[src/rtl/elephant_ise_mc_if.sv]
// Request/response bundle between the core's XALU slot and the Elephant ISE.
// The core is the master; the ISE is the slave.
interface elephant_ise_mc_if;
  logic [5:0]  ise_fn;
  logic [6:0]  ise_imm;
  logic [31:0] ise_in1;
  logic [31:0] ise_in2;
  logic        ise_val;
  logic        ise_rdy;
  logic        ise_oval;
  logic        ise_oack;
  logic [31:0] ise_out;

  modport master (
    output ise_fn, ise_imm, ise_in1, ise_in2, ise_val, ise_oack,
    input  ise_rdy, ise_oval, ise_out
  );

  modport slave (
    input  ise_fn, ise_imm, ise_in1, ise_in2, ise_val, ise_oack,
    output ise_rdy, ise_oval, ise_out
  );
endinterface

[src/rtl/elephant_ise_mc.sv]
// Multi-cycle Elephant custom-instruction unit: Spongent S-box layer with
// configurable nibbles per cycle, and an iterated round-counter LFSR step.
module elephant_ise_mc #(
  parameter logic [1:0] ISE_V       = 2'b11,
  parameter int         NIB_PER_CYC = 2
) (
  input logic              ise_clk,
  input logic              ise_rst,
  elephant_ise_mc_if.slave ise
);

  localparam int          SPASS   = 8 / NIB_PER_CYC;
  localparam int          SHIFT   = 4 * NIB_PER_CYC;
  localparam logic [3:0]  SPASS_K = 4'(SPASS);
  localparam logic [3:0]  OP_SSTEP  = 4'b0010;
  localparam logic [3:0]  OP_SSTEPX = 4'b0011;
  localparam logic [3:0]  OP_LCNT   = 4'b0100;

  typedef enum logic [1:0] {
    IDLE = 2'd0,
    BUSY = 2'd1,
    DONE = 2'd2
  } state_t;

  function automatic logic [3:0] sbox(input logic [3:0] x);
    case (x)
      4'h0: sbox = 4'hE;  4'h1: sbox = 4'hD;  4'h2: sbox = 4'hB;  4'h3: sbox = 4'h0;
      4'h4: sbox = 4'h2;  4'h5: sbox = 4'h1;  4'h6: sbox = 4'h4;  4'h7: sbox = 4'hF;
      4'h8: sbox = 4'h7;  4'h9: sbox = 4'hA;  4'hA: sbox = 4'h8;  4'hB: sbox = 4'h5;
      4'hC: sbox = 4'h9;  4'hD: sbox = 4'hC;  4'hE: sbox = 4'h3;  default: sbox = 4'h6;
    endcase
  endfunction

  if (ISE_V[1]) begin : g_core
    state_t      state_q, state_d;
    logic [31:0] data_q;
    logic [3:0]  cnt_q;
    logic        lcnt_q;
    logic [3:0]  op;
    logic        op_ok;
    logic        is_lcnt;
    logic        accept;
    logic [3:0]  k_load;
    logic [31:0] sub_word;
    logic [31:0] rot_word;
    logic [31:0] lfsr_next;
    logic        rdy;
    logic        oval;
    logic [31:0] out;

    assign op      = ise.ise_imm[6:3];
    assign is_lcnt = (op == OP_LCNT);
    assign op_ok   = (ise.ise_fn[1:0] == 2'b00) &&
                     ((op == OP_SSTEP) || (op == OP_SSTEPX) || is_lcnt);
    assign accept  = (state_q == IDLE) && ise.ise_val && op_ok;
    assign k_load  = is_lcnt ? ({1'b0, ise.ise_imm[2:0]} + 4'd1) : SPASS_K;

    // Substitute the low nibbles, then rotate right so the next unprocessed
    // nibbles arrive at the bottom; after SPASS passes the word is back in place.
    always_comb begin
      sub_word = data_q;
      for (int i = 0; i < NIB_PER_CYC; i++) begin
        sub_word[4*i +: 4] = sbox(data_q[4*i +: 4]);
      end
      rot_word  = (sub_word >> SHIFT) | (sub_word << (32 - SHIFT));
      lfsr_next = {25'b0, data_q[5:0], data_q[6] ^ data_q[5]};
    end

    always_ff @(posedge ise_clk or negedge ise_rst) begin
      if (!ise_rst) begin
        state_q <= IDLE;
      end else begin
        state_q <= state_d;
      end
    end

    always_comb begin
      state_d = state_q;
      rdy     = 1'b0;
      oval    = 1'b0;
      out     = '0;
      case (state_q)
        IDLE: begin
          rdy = 1'b1;
          if (accept) state_d = BUSY;
        end
        BUSY: begin
          if (cnt_q == 4'd1) state_d = DONE;
        end
        DONE: begin
          oval = 1'b1;
          out  = data_q;
          if (ise.ise_oack) state_d = IDLE;
        end
        default: state_d = IDLE;
      endcase
    end

    always_ff @(posedge ise_clk or negedge ise_rst) begin
      if (!ise_rst) begin
        data_q <= '0;
        cnt_q  <= '0;
        lcnt_q <= 1'b0;
      end else if (accept) begin
        lcnt_q <= is_lcnt;
        cnt_q  <= k_load;
        if (is_lcnt)              data_q <= {25'b0, ise.ise_in1[6:0]};
        else if (op == OP_SSTEPX) data_q <= ise.ise_in1 ^ ise.ise_in2;
        else                      data_q <= ise.ise_in1;
      end else if (state_q == BUSY) begin
        cnt_q  <= cnt_q - 4'd1;
        data_q <= lcnt_q ? lfsr_next : rot_word;
      end
    end

    assign ise.ise_rdy  = rdy;
    assign ise.ise_oval = oval;
    assign ise.ise_out  = out;
  end else begin : g_tieoff
    assign ise.ise_rdy  = 1'b1;
    assign ise.ise_oval = 1'b0;
    assign ise.ise_out  = '0;
  end

endmodule

[src/flat_wrapper.sv]
// flat-port wrapper written by rule: the top's interface ports become plain ports
module elephant_ise_mc_flat 
#(
  parameter logic [1:0] ISE_V       = 2'b11,
  parameter int         NIB_PER_CYC = 2
)
  (ise_clk, ise_rst, ise_ise_fn, ise_ise_imm, ise_ise_in1, ise_ise_in2, ise_ise_val, ise_ise_oack, ise_ise_rdy, ise_ise_oval, ise_ise_out);
  elephant_ise_mc_if ise_i ();
  input logic ise_clk;
  input logic ise_rst;
  input wire logic [$bits(ise_i.ise_fn)-1:0] ise_ise_fn;
  input wire logic [$bits(ise_i.ise_imm)-1:0] ise_ise_imm;
  input wire logic [$bits(ise_i.ise_in1)-1:0] ise_ise_in1;
  input wire logic [$bits(ise_i.ise_in2)-1:0] ise_ise_in2;
  input wire logic [$bits(ise_i.ise_val)-1:0] ise_ise_val;
  input wire logic [$bits(ise_i.ise_oack)-1:0] ise_ise_oack;
  output wire logic [$bits(ise_i.ise_rdy)-1:0] ise_ise_rdy;
  output wire logic [$bits(ise_i.ise_oval)-1:0] ise_ise_oval;
  output wire logic [$bits(ise_i.ise_out)-1:0] ise_ise_out;
  assign ise_i.ise_fn = ise_ise_fn;
  assign ise_i.ise_imm = ise_ise_imm;
  assign ise_i.ise_in1 = ise_ise_in1;
  assign ise_i.ise_in2 = ise_ise_in2;
  assign ise_i.ise_val = ise_ise_val;
  assign ise_i.ise_oack = ise_ise_oack;
  assign ise_ise_rdy = ise_i.ise_rdy;
  assign ise_ise_oval = ise_i.ise_oval;
  assign ise_ise_out = ise_i.ise_out;
  elephant_ise_mc #(.ISE_V(ISE_V), .NIB_PER_CYC(NIB_PER_CYC)) u_core (.ise_clk(ise_clk), .ise_rst(ise_rst), .ise(ise_i));
endmodule
[config.mk]
export PLATFORM = sky130hd
export DESIGN_NAME = elephant_ise_mc_flat
export DESIGN_NICKNAME = d
export VERILOG_FILES = /design/src/rtl/elephant_ise_mc_if.sv /design/src/rtl/elephant_ise_mc.sv /design/src/flat_wrapper.sv
export SDC_FILE = /design/constraint.sdc
export NUM_CORES = 1
export LEC_CHECK = 0
export CAP_MARGIN = 25
export CORE_MARGIN = 2
export CORE_UTILIZATION = 43
export DETAILED_ROUTE_END_ITERATION = 7
export PLACE_DENSITY = 0.79
export SYNTH_ARGS = -nofsm -noshare
export SYNTH_HDL_FRONTEND = slang
export SYNTH_SLANG_ARGS = --single-unit
[constraint.sdc]
create_clock -name ise_clk -period 2.11 [get_ports ise_clk]
set_input_delay 0.422 -clock ise_clk [delete_from_list [all_inputs] [get_ports ise_clk]]
set_output_delay 0.422 -clock ise_clk [all_outputs]
set_load 0.005 [all_outputs]
==> flow_summary.rst, run 1 <==
.. list-table::
   :header-rows: 1

   * - Metric
     - Value
   * - Via count of the first global-routing pass
     - 2,858
   * - Share of post-route cells with drive strength above 1
     - 12.5%
   * - Minimum clock period after layout
     - 2.04 ns
   * - Via density per instance
     - 5.43
   * - Insertion delay to the later sink of the worst-skew pair
     - 0.30 ns
   * - Top-count cell post-synth
     - sky130_fd_sc_hd__dfrtp_1
   * - Summed instance area of the synthesized netlist
     - 3010 um^2
   * - Hold Slack
     - 0.180 ns
   * - Starting density of the core
     - 44.3%
   * - Crit path largest cell delay
     - 0.51 ns
   * - Int Power
     - 2.55 mW
   * - Clk pwr share
     - 11.6%
   * - Overall via count from detail_route
     - 3,077
   * - Post-route standard cell area excluding fillers
     - 4560 um^2
   * - H-tree levels
     - 2
   * - Worst slew margin
     - 53.3%
   * - HPWL after DPL
     - 6680 um
   * - Final wirelength
     - 8780 um
   * - Area share of the leading cell type in the synthesized netlist
     - 32.4%
   * - Achievable clock frequency
     - 490 MHz
   * - CP Max Fanout
     - 5
   * - Worst VDD drop
     - 439 uV
   * - Count of endpoints failing setup in the final report
     - 0
   * - Setup repair after global routing missed its margin
     - false
   * - Chip width
     - 87.6 um
   * - Post-Route Utilization
     - 67.1%
   * - Post-synthesis cell type count
     - 45
   * - Average wire per cell in the routed design
     - 15.5 um
   * - TritonCTS buffer count
     - 5
   * - Proportion of power drawn by flip-flops and latches
     - 34.2%
   * - Core area
     - 6790 um^2
   * - Synth area leader
     - sky130_fd_sc_hd__dfrtp_1
   * - FF-to-FF End
     - u_core.g_core.data_q[31]
   * - Starting DRT DRC Count
     - 194
   * - Required @ worst endpoint
     - 1.69 ns
   * - Initial DRT Pass Iterations
     - 4
   * - Vertical extent of the die
     - 87.6 um
   * - Final Total Pwr
     - 4.34 mW
   * - CP max-delay cell
     - sky130_fd_sc_hd__clkdlybuf4s50_1
   * - Main synth FF type
     - sky130_fd_sc_hd__dfrtp_1
   * - Crit-path cells
     - nor2b_4 > inv_1 > nor2_1 > clkdlybuf4s50_1
   * - Result of the run
     - completed
   * - Syn nets
     - 438
   * - Maximum number of pins on one net before global-route repair
     - 40
   * - Reg2Reg Setup Slack
     - 0.21 ns
   * - Sequential cell area fraction in the yosys report
     - 32.4%
   * - Count of yosys warnings during synthesis
     - 0
   * - Wire length of the first global-routing pass
     - 13,600 um
   * - Part of the cycle the worst path needs
     - 96.7%
   * - Number of cell instances on the worst register-to-register path
     - 5
   * - Launch instance of the worst register-to-register path
     - u_core.g_core.data_q[4]
   * - Fraction of power consumed by combinational cells
     - 54.2%
   * - Standard-cell rows
     - 30
   * - Area growth from synthesis to layout
     - 51.5%
   * - Share of async-settable or async-resettable flops after synthesis
     - 100%
   * - CP endpoint kind
     - output pin
   * - Placed Instance Area
     - 4370 um^2
   * - P per Cell Area
     - 953 nW/um^2
   * - Critical path launch point type
     - flop
   * - Maximum clock insertion buffer count
     - 2
   * - Final Hold Viols
     - 0
   * - Switching component of the power
     - 1.79 mW
   * - Final number of max-transition violations
     - 0
   * - Top Ports
     - 115
   * - Ranking of synthesized cells by area
     - sky130_fd_sc_hd__dfrtp_1 (32%), sky130_fd_sc_hd__xnor2_1 (7.0%), sky130_fd_sc_hd__and2_1 (5.8%), sky130_fd_sc_hd__a32oi_1 (5.2%), sky130_fd_sc_hd__nand2_1 (4.6%)
   * - Class of the most critical hold timing path
     - in -> async
   * - Fin Clk Skew
     - 0.00562 ns
   * - Startpoint-to-endpoint class of the critical path
     - reg -> out
   * - DRC violation count after routing
     - 0
   * - Setup_tns
     - 0 ns
   * - Synth Instances
     - 346
   * - Count of nets after finishing
     - 562
   * - Proportion of total power due to net switching
     - 41.3%
   * - P_leak
     - 2.36 nW
   * - Clock root cell
     - sky130_fd_sc_hd__clkbuf_8
   * - Clock slew seen by the registers of the worst setup and hold paths
     - 0.08 ns
   * - Mean cell area of the mapped netlist
     - 8.69 um^2
   * - Hold-fix buffers at CTS
     - 0
   * - Number of enable flip-flop cells after synthesis
     - 0
   * - FF+latch count, synth
     - 39
   * - Actual transition at the worst max-transition pin
     - 0.700 ns
   * - Port-buffer cells
     - 110
   * - Maximum capacitance violations
     - 0
   * - Global router's overall resource usage
     - 23.0%
   * - Antenna Violating Nets Remaining
     - 0
   * - Sinks on the clock net
     - 39
   * - Full die area
     - 7680 um^2
   * - TritonCTS clock tree
     - done
   * - Leading cell types by count after synthesis
     - sky130_fd_sc_hd__dfrtp_1 (39), sky130_fd_sc_hd__nand2_1 (37), sky130_fd_sc_hd__and2_1 (28)
   * - Final weighted congestion in routability-driven placement
     - 0.861
   * - Antenna diode instance count
     - 0
   * - GRT Residual Overflow
     - 0
   * - Critical path data arrival time
     - 1.62 ns
   * - Initial antenna violation count
     - 0
-- layer usage --
metal | global-route usage, % | part of all wire (%)
met5 | 0 | 0
met4 | 6.85 | 1.3
met3 | 4.81 | 6.2
met2 | 37.9 | 50
met1 | 30.4 | 43
-- what timing repair did --
action	4_1_cts	5_1_grt
pin swaps	0	0
endpoints found under the setup margin	33	28
setup buffers	2	2
resized for setup	3	27
-- cells in the final DEF (no fill, tap or decap), types with 18 or more instances in the layout --
cell	n
sky130_fd_sc_hd__a21oi_1	26
sky130_fd_sc_hd__a32oi_1	18
sky130_fd_sc_hd__and2_1	28
sky130_fd_sc_hd__buf_4	31
sky130_fd_sc_hd__clkdlybuf4s50_1	81
sky130_fd_sc_hd__dfrtp_1	39
sky130_fd_sc_hd__dlymetal6s2s_1	27
sky130_fd_sc_hd__nand2_1	37
sky130_fd_sc_hd__nor3_1	20
sky130_fd_sc_hd__xnor2_1	24
-- through the flow --
stage | setup WS (ns) | std cells
CTS | 0.0107 | 565
floorplan | 0.224 | 346
detailed placement | -0.149 | 555
finish | 0.0694 | 567
global placement | -0.111 | 555
global route | 0.00648 | 567
-- power groups by stage --
stage	Combinational, mW	Clock, mW	Sequential, mW
after floorplan	1.63	0	1.33
after global placement	2.22	0	1.47
after detailed placement	2.27	0	1.49
after CTS	2.31	0.502	1.48
after global routing	2.57	0.532	1.53
final	2.35	0.502	1.49
-- critical path: cells and delay by family, from the launching register on --
| kind | cells | cell delay (ns) |
|---|---|---|
| flops | 1 | 0.41 |
| buf+inv | 2 | 0.62 |
| simple gates | 2 | 0.28 |
-- worst max path at each step --
stage | startpoint | end | slack, ns | cells past startpoint
3_3_place_gp | ise_ise_imm[5] | u_core.g_core.data_q[29] | -0.11 | 7
3_5_place_dp | ise_ise_imm[3] | u_core.g_core.data_q[3] | -0.15 | 7
6_report | u_core.g_core.state_q[0] | ise_ise_out[0] | 0.07 | 4
2_1_floorplan | u_core.g_core.data_q[4] | u_core.g_core.data_q[31] | 0.22 | 5
4_1_cts | u_core.g_core.state_q[0] | ise_ise_out[24] | 0.01 | 4
5_1_grt | u_core.g_core.state_q[0] | ise_ise_out[1] | 0.006 | 4
-- area by class of cell --
class / count / area, um^2
fill: 569 / 2240
multi-input combinational: 264 / 1850
timing repair buffer: 145 / 1480
sequential: 39 / 976
tap: 96 / 120
clock buffer: 5 / 68.8
inverter: 15 / 56.3
clock inverter: 3 / 15.0
-- state kept, by name (all words and copies together) (netlist names) --
name,cells
u_core.g_core.state_q,2
u_core.g_core.data_q,32
u_core.g_core.cnt_q,4
u_core.g_core.lcnt_q,1
-- logic make-up after synthesis --
family	share of synthesized area, %
AND/OR/NAND/NOR	22.0
AO/OA/AOI/OAI	20.1
buffers and inverters	6.49
flip-flops	32.4
XOR/XNOR	9.03
multiplexers	5.37
adder cells (fa/ha/maj)	4.58
Note: power is estimated with default switching activity, not from simulation.
==> inputs of run 2 (changes only) <==
- CORE_UTILIZATION: 43 -> 45
- PLACE_DENSITY: 0.79 -> 0.82
==> run 2 against run 1 <==
Against the previous run:
- the flow now finishes with violations (DRC)
- core utilization up 3.3 points
- cell count fell by 3.9%
- sequential cell count stayed put
- critical path type unchanged
- non-clock buffer count down 3
==> flow_summary.rst, run 2 (same netlist as run 1, synthesis figures left out) <==
.. list-table::
   :header-rows: 1

   * - Metric
     - Value
   * - Proportion of total power due to net switching
     - 40.7% (was 41.3%)
   * - Biggest regs
     - u_core.g_core.data_q (32), u_core.g_core.cnt_q (4), u_core.g_core.state_q (2) (unchanged)
   * - Clock slew seen by the registers of the worst setup and hold paths
     - 0.07 ns (was 0.08 ns)
   * - Final cell count without fillers
     - 545 (was 567)
   * - Flip-flop count of the largest register after layout
     - 32 (unchanged)
   * - Setup repair after global routing missed its margin
     - true (was false)
   * - Sinks on the clock net
     - 39 (unchanged)
   * - Minimum clock period after layout
     - 2.06 ns (was 2.04 ns)
   * - P_leak
     - 2.11 nW (was 2.36 nW)
   * - Crit-path cells
     - nor2b_4 > inv_2 > nor2_1 > clkdlybuf4s50_1 (was nor2b_4 > inv_1 > nor2_1 > clkdlybuf4s50_1)
   * - Post-Route Utilization
     - 70.4% (was 67.1%)
   * - Area growth from synthesis to layout
     - 50.2% (was 51.5%)
   * - Critical path launch point type
     - flop (unchanged)
   * - Vertical extent of the die
     - 85.8 um (was 87.6 um)
   * - GRT Residual Overflow
     - 0 (unchanged)
   * - Most used cells in the layout excluding fill and tap cells
     - sky130_fd_sc_hd__clkdlybuf4s50_1 (79), sky130_fd_sc_hd__dfrtp_1 (39), sky130_fd_sc_hd__nand2_1 (37), sky130_fd_sc_hd__and2_1 (28), sky130_fd_sc_hd__a21oi_1 (26) (was sky130_fd_sc_hd__clkdlybuf4s50_1 (81), sky130_fd_sc_hd__dfrtp_1 (39), sky130_fd_sc_hd__nand2_1 (37), sky130_fd_sc_hd__buf_4 (31), sky130_fd_sc_hd__and2_1 (28))
   * - Chip width
     - 85.8 um (was 87.6 um)
   * - Reg2Reg Setup Slack
     - 0.18 ns (was 0.21 ns)
   * - Count of nets after finishing
     - 559 (was 562)
   * - Top Ports
     - 115 (unchanged)
   * - Overall via count from detail_route
     - 3,162 (was 3,077)
   * - Clock root cell
     - sky130_fd_sc_hd__clkbuf_8 (unchanged)
   * - H-tree levels
     - 2 (unchanged)
   * - Required @ worst endpoint
     - 1.69 ns (about the same)
   * - Part of the cycle the worst path needs
     - 97.8% (was 96.7%)
   * - Insertion delay to the later sink of the worst-skew pair
     - 0.30 ns (about the same)
   * - Most frequent standard cell in the layout excluding fill and tap cells
     - sky130_fd_sc_hd__clkdlybuf4s50_1 (unchanged)
   * - Final wirelength
     - 9270 um (was 8780 um)
   * - Antenna diode instance count
     - 0 (unchanged)
   * - Cell family with the largest share of critical-path delay
     - buffers and inverters (unchanged)
   * - Via count of the first global-routing pass
     - 3,172 (was 2,858)
   * - CP endpoint kind
     - output pin (unchanged)
   * - Standard-cell rows
     - 29 (was 30)
   * - Antenna Violating Nets Remaining
     - 0 (unchanged)
   * - Initial antenna violation count
     - 0 (unchanged)
   * - Final weighted congestion in routability-driven placement
     - 0.840 (was 0.861)
   * - Critical path data arrival time
     - 1.64 ns (was 1.62 ns)
   * - Achievable clock frequency
     - 485 MHz (was 490 MHz)
   * - Launch instance of the worst register-to-register path
     - u_core.g_core.data_q[0] (was u_core.g_core.data_q[4])
   * - Int Power
     - 2.67 mW (was 2.55 mW)
   * - Via density per instance
     - 5.80 (was 5.43)
   * - Most flops, register
     - u_core.g_core.data_q (unchanged)
   * - CP Max Fanout
     - 5 (unchanged)
   * - Proportion of power drawn by flip-flops and latches
     - 33.4% (was 34.2%)
   * - DRC violation count after routing
     - 4 (was 0)
   * - Final Total Pwr
     - 4.50 mW (was 4.34 mW)
   * - Core area
     - 6420 um^2 (was 6790 um^2)
   * - DP Cell Count
     - 534 (was 555)
   * - Crit path largest cell delay
     - 0.50 ns (was 0.51 ns)
   * - Share of post-route cells with drive strength above 1
     - 12.6% (was 12.5%)
   * - Final Hold Viols
     - 0 (unchanged)
   * - Starting DRT DRC Count
     - 270 (was 194)
   * - Port-buffer cells
     - 110 (unchanged)
   * - Post-route standard cell area excluding fillers
     - 4520 um^2 (was 4560 um^2)
   * - Result of the run
     - complete, but fails checks (was completed)
   * - FF-to-FF End
     - u_core.g_core.data_q[27] (was u_core.g_core.data_q[31])
   * - Maximum capacitance violations
     - 0 (unchanged)
   * - Critical path buffer and inverter count
     - 2 (unchanged)
   * - Final number of max-transition violations
     - 0 (unchanged)
   * - Placed Instance Area
     - 4340 um^2 (was 4370 um^2)
   * - Startpoint-to-endpoint class of the critical path
     - reg -> out (unchanged)
   * - TritonCTS buffer count
     - 5 (unchanged)
   * - Fin Clk Skew
     - 0.0123 ns (was 0.00562 ns)
   * - Hold Slack
     - 0.0995 ns (was 0.180 ns)
   * - Global router's overall resource usage
     - 25.6% (was 23.0%)
   * - TritonCTS clock tree
     - done (unchanged)
   * - Failing checks
     - DRC
   * - Count of endpoints failing setup in the final report
     - 0 (unchanged)
   * - Actual transition at the worst max-transition pin
     - 0.654 ns (was 0.700 ns)
   * - HPWL after DPL
     - 6970 um (was 6680 um)
   * - Fraction of power consumed by combinational cells
     - 52.3% (was 54.2%)
   * - Starting density of the core
     - 46.8% (was 44.3%)
   * - Clk pwr share
     - 14.3% (was 11.6%)
   * - Initial DRT Pass Iterations
     - 7 (was 4)
   * - Worst slew margin
     - 56.3% (was 53.3%)
   * - Worst VDD drop
     - 493 uV (was 439 uV)
   * - Maximum number of pins on one net before global-route repair
     - 30 (was 40)
   * - Average wire per cell in the routed design
     - 17.0 um (was 15.5 um)
   * - Class of the most critical hold timing path
     - in -> async (unchanged)
   * - CP max-delay cell
     - sky130_fd_sc_hd__clkdlybuf4s50_1 (unchanged)
   * - Number of cell instances on the worst register-to-register path
     - 5 (unchanged)
   * - Switching component of the power
     - 1.84 mW (was 1.79 mW)
   * - P per Cell Area
     - 997 nW/um^2 (was 953 nW/um^2)
   * - Full die area
     - 7350 um^2 (was 7680 um^2)
   * - Maximum clock insertion buffer count
     - 2 (unchanged)
   * - Wire length of the first global-routing pass
     - 15,000 um (was 13,600 um)
## run 2: worst reg2reg max path, stage by stage, from the launching register on
cell	delay, ns
sky130_fd_sc_hd__dfrtp_1	0.38
sky130_fd_sc_hd__inv_1	0.12
sky130_fd_sc_hd__ha_1	0.28
sky130_fd_sc_hd__mux4_2	0.51
sky130_fd_sc_hd__a32o_1	0.29
sky130_fd_sc_hd__mux2_2	0.26
## run 2: how the worst max path moves through the flow
stage / startpoint / end / cells past startpoint / slack (ns)
6_report: u_core.g_core.state_q[0] / ise_ise_out[5] / 4 / 0.05
5_1_grt: u_core.g_core.state_q[1] / ise_ise_out[4] / 4 / -0.03
4_1_cts: u_core.g_core.state_q[0] / ise_ise_rdy / 2 / -0.007
3_5_place_dp: ise_ise_fn[1] / u_core.g_core.data_q[7] / 8 / -0.11
3_3_place_gp: ise_ise_imm[4] / u_core.g_core.data_q[29] / 7 / -0.08
2_1_floorplan: u_core.g_core.data_q[4] / u_core.g_core.data_q[31] / 5 / 0.22
## run 2: layout make-up
class / instances / area [um^2]
Sequential cell: 39 / 976
Fill cell: 477 / 1900
Clock inverter: 2 / 35.0
Timing Repair Buffer: 142 / 1420
Tap cell: 77 / 96.3
Clock buffer: 6 / 82.6
Multi-Input combinational cell: 264 / 1850
Inverter: 15 / 56.3
## run 2: layer usage
metal  track usage, %  share of wire (%)  up-vias
met5                0                  0        -
met4             9.38                3.2        0
met3             4.81                7.4       26
met2             43.6                 49      156
met1             32.5                 40     1508
li1                 -                  -     1472
## run 2: what timing repair did
item                                    in CTS  in global routing
cloned                                       0                  1
hold buffers                                 0                  0
gates resized for setup                     25                 10
setup buffers                                0                  2
endpoints found under the setup margin      32                 11
## run 2: per-stage QoR
stage | setup slack, ns | setup TNS (ns)
after detailed placement | -0.108 | -1.53
after floorplan | 0.224 | 0
after CTS | -0.00743 | -0.00743
after global routing | -0.0326 | -0.128
after global placement | -0.0759 | -0.642
final | 0.0461 | 0
## run 2: power groups by stage
stage / registers, mW / clock network [mW] / logic, mW
after floorplan: 1.33 / 0 / 1.63
after global placement: 1.48 / 0 / 2.18
after detailed placement: 1.49 / 0 / 2.28
after CTS: 1.49 / 0.643 / 2.31
after global routing: 1.54 / 0.687 / 2.58
final: 1.51 / 0.644 / 2.35
==> RTL change, RTL diff (settings of run 1) <==
The 3 states of `state_t` get a one-hot encoding in 3 bits.
--- a/src/rtl/elephant_ise_mc.sv
+++ b/src/rtl/elephant_ise_mc.sv
@@ -18,6 +18,6 @@
 
-  typedef enum logic [1:0] {
-    IDLE = 2'd0,
-    BUSY = 2'd1,
-    DONE = 2'd2
+  typedef enum logic [2:0] {
+    IDLE = 3'b001,
+    BUSY = 3'b010,
+    DONE = 3'b100
   } state_t;
Function: same outputs for any inputs over 10 cycles, from zero or initial values and one cycle with ise_rst low; not proved beyond that.
==> RTL change against run 1 <==
- die area grew 11%
- register-to-register slack lost 170 ps
- critical path depth grew 1
- worst hold slack lost 6.5 ps
- sequential cell count grew 1
- cell area grew 5.6%
- area after synthesis grew 11%
- final cell count grew 5.5%
- power shrank 12%
- first-iteration DRC count grew 42%
- sequential share of layout area shrank 0.59 points
- worst setup slack lost 33 ps
- wire length grew 13%
==> RTL change: results (changes against run 1) <==
metric	value	unit	change
count of H-tree levels built during CTS	2		unchanged
average wire per standard cell	16.6	µm	+7.3%
top post-synthesis cells by area	dfrtp_1, and2_1, nor3b_1, a21boi_0, a31oi_1		
layout cells sized above 1	0.190		+0.0643
total length of routed wires	9930	µm	+13%
global-route wire length before repair	16200	µm	+19%
Post-Syn Nets	468		+6.8%
HPWL reported at the end of detailed placement	6980	µm	+4.5%
post-detailed-route via-to-cell ratio	5.65		+4.1%
distinct cell type count after synthesis	49		+8.9%
largest net degree at the start of global routing	41		+2.5%
largest registers ranked by flip-flop count	u_core.g_core.data_q (32), u_core.g_core.cnt_q (4), u_core.g_core.state_q (3)		
peak ir drop on the vdd network	0.366	mV	-17%
number of nets in the finished design	587		+4.4%
cells after synthesis	376		+8.7%
leakage power	0.00201	µW	-15%
count of TritonRoute iterations in the first routing pass	5		+1
worst-case setup slack after placement	-326	ps	-177 ps
reg-to-reg slack, setup	40	ps	-170 ps
starting DRC count in detailed routing	276		+42%
routability congestion estimate	0.810		-5.9%
GR Util All Layers	0.236		+0.00645
Peak Freq	482	MHz	-1.6%
ranking of synthesized cells by instance count	dfrtp_1, and2_1, nor3_1, nor3b_1, a31oi_1		
share of the yosys chip area belonging to registers	0.300		-0.0243
number of global-route vias before repair	3325		+16%
run status	finished, final reports clean		
pin slew with the least headroom to its limit	527	ps	-173 ps
Clock Skews	6.51	ps	+0.896 ps
Cells after DPL	577		+4.0%
[RTL change: cell count changes in the layout (fill, tap and decap cells not counted), moves of 20 or more]
cell	run 1	this run
nor3b_1	1	25
a21boi_0	0	25
xnor2_1	24	4
nand2_1	37	16
dlymetal6s2s_1	27	1
a31oi_1	2	26
a21oi_1	26	3
[RTL change: routing by layer]
layer  vias to the layer above  track usage  wire (µm)
met5                         -            0          0
met4                         0       0.0609        199
met3                        16       0.0362        644
met2                       139        0.406       4940
met1                      1620        0.310       4150
li1                       1603            -          -
[RTL change: per-stage QoR]
| stage | cell area, µm² | utilization | hold slack, ps |
|---|---|---|---|
| after floorplan | 3340 | - | 126 |
| after global placement | 4610 | 0.606 | 477 |
| after detailed placement | 4610 | 0.606 | 482 |
| after CTS | 4820 | 0.634 | 196 |
| after global routing | 4810 | 0.633 | 230 |
| final | 4810 | 0.633 | 174 |
[RTL change: layout make-up]
cell class | instances | area, µm²
tap | 102 | 128
fill | 652 | 2790
clock inverter | 3 | 47.5
timing repair buffer | 146 | 1400
clock buffer | 5 | 68.8
sequential | 40 | 1000
multi-input combinational | 287 | 2110
inverter | 15 | 56.3
[RTL change: worst paths after layout]
| check | endpoint | depth (start not counted) | from |
|---|---|---|---|
| max in group asynchronous | u_core.g_core.state_q[0] | 2 | ise_rst |
| hold reg to reg | u_core.g_core.cnt_q[2] | 1 | u_core.g_core.cnt_q[2] |
| hold / removal | u_core.g_core.data_q[6] | 2 | ise_rst |
| min in group ise_clk | u_core.g_core.cnt_q[2] | 1 | u_core.g_core.cnt_q[2] |
| setup reg to reg | u_core.g_core.cnt_q[0] | 5 | u_core.g_core.state_q[0] |
| setup / recovery | u_core.g_core.cnt_q[0] | 5 | u_core.g_core.state_q[0] |
[RTL change: cell families after synthesis]
family                     share of synthesized area
DFF                                            0.300
adders and majority gates                     0.0412
buffers and inverters                         0.0791
xor gates and xnor gates                      0.0315
and+or+nand+nor                                0.274
muxes                                         0.0453
AOI/OAI and AO/OA                              0.229
[RTL change: repair_timing]
action                                  4_1_cts  5_1_grt
gates cloned                                  2        0
endpoints found under the setup margin       41       42
pin swaps                                     2        0
buffers inserted                             11        0
resized for setup                            60       20
[RTL change: where the power goes]
group,switching [µW],internal [µW],total (µW)
sequential,486,1100,1590
clock,302,357,659
combinational,707,875,1580
total,1500,2340,3830
[RTL change: worst max-delay path, stage by stage, from the launching register on]
cell and delay [ps]:
dfstp_2 580, or3b_4 400, buf_4 180, a211o_4 350, nand2_4 110, mux2_2 350
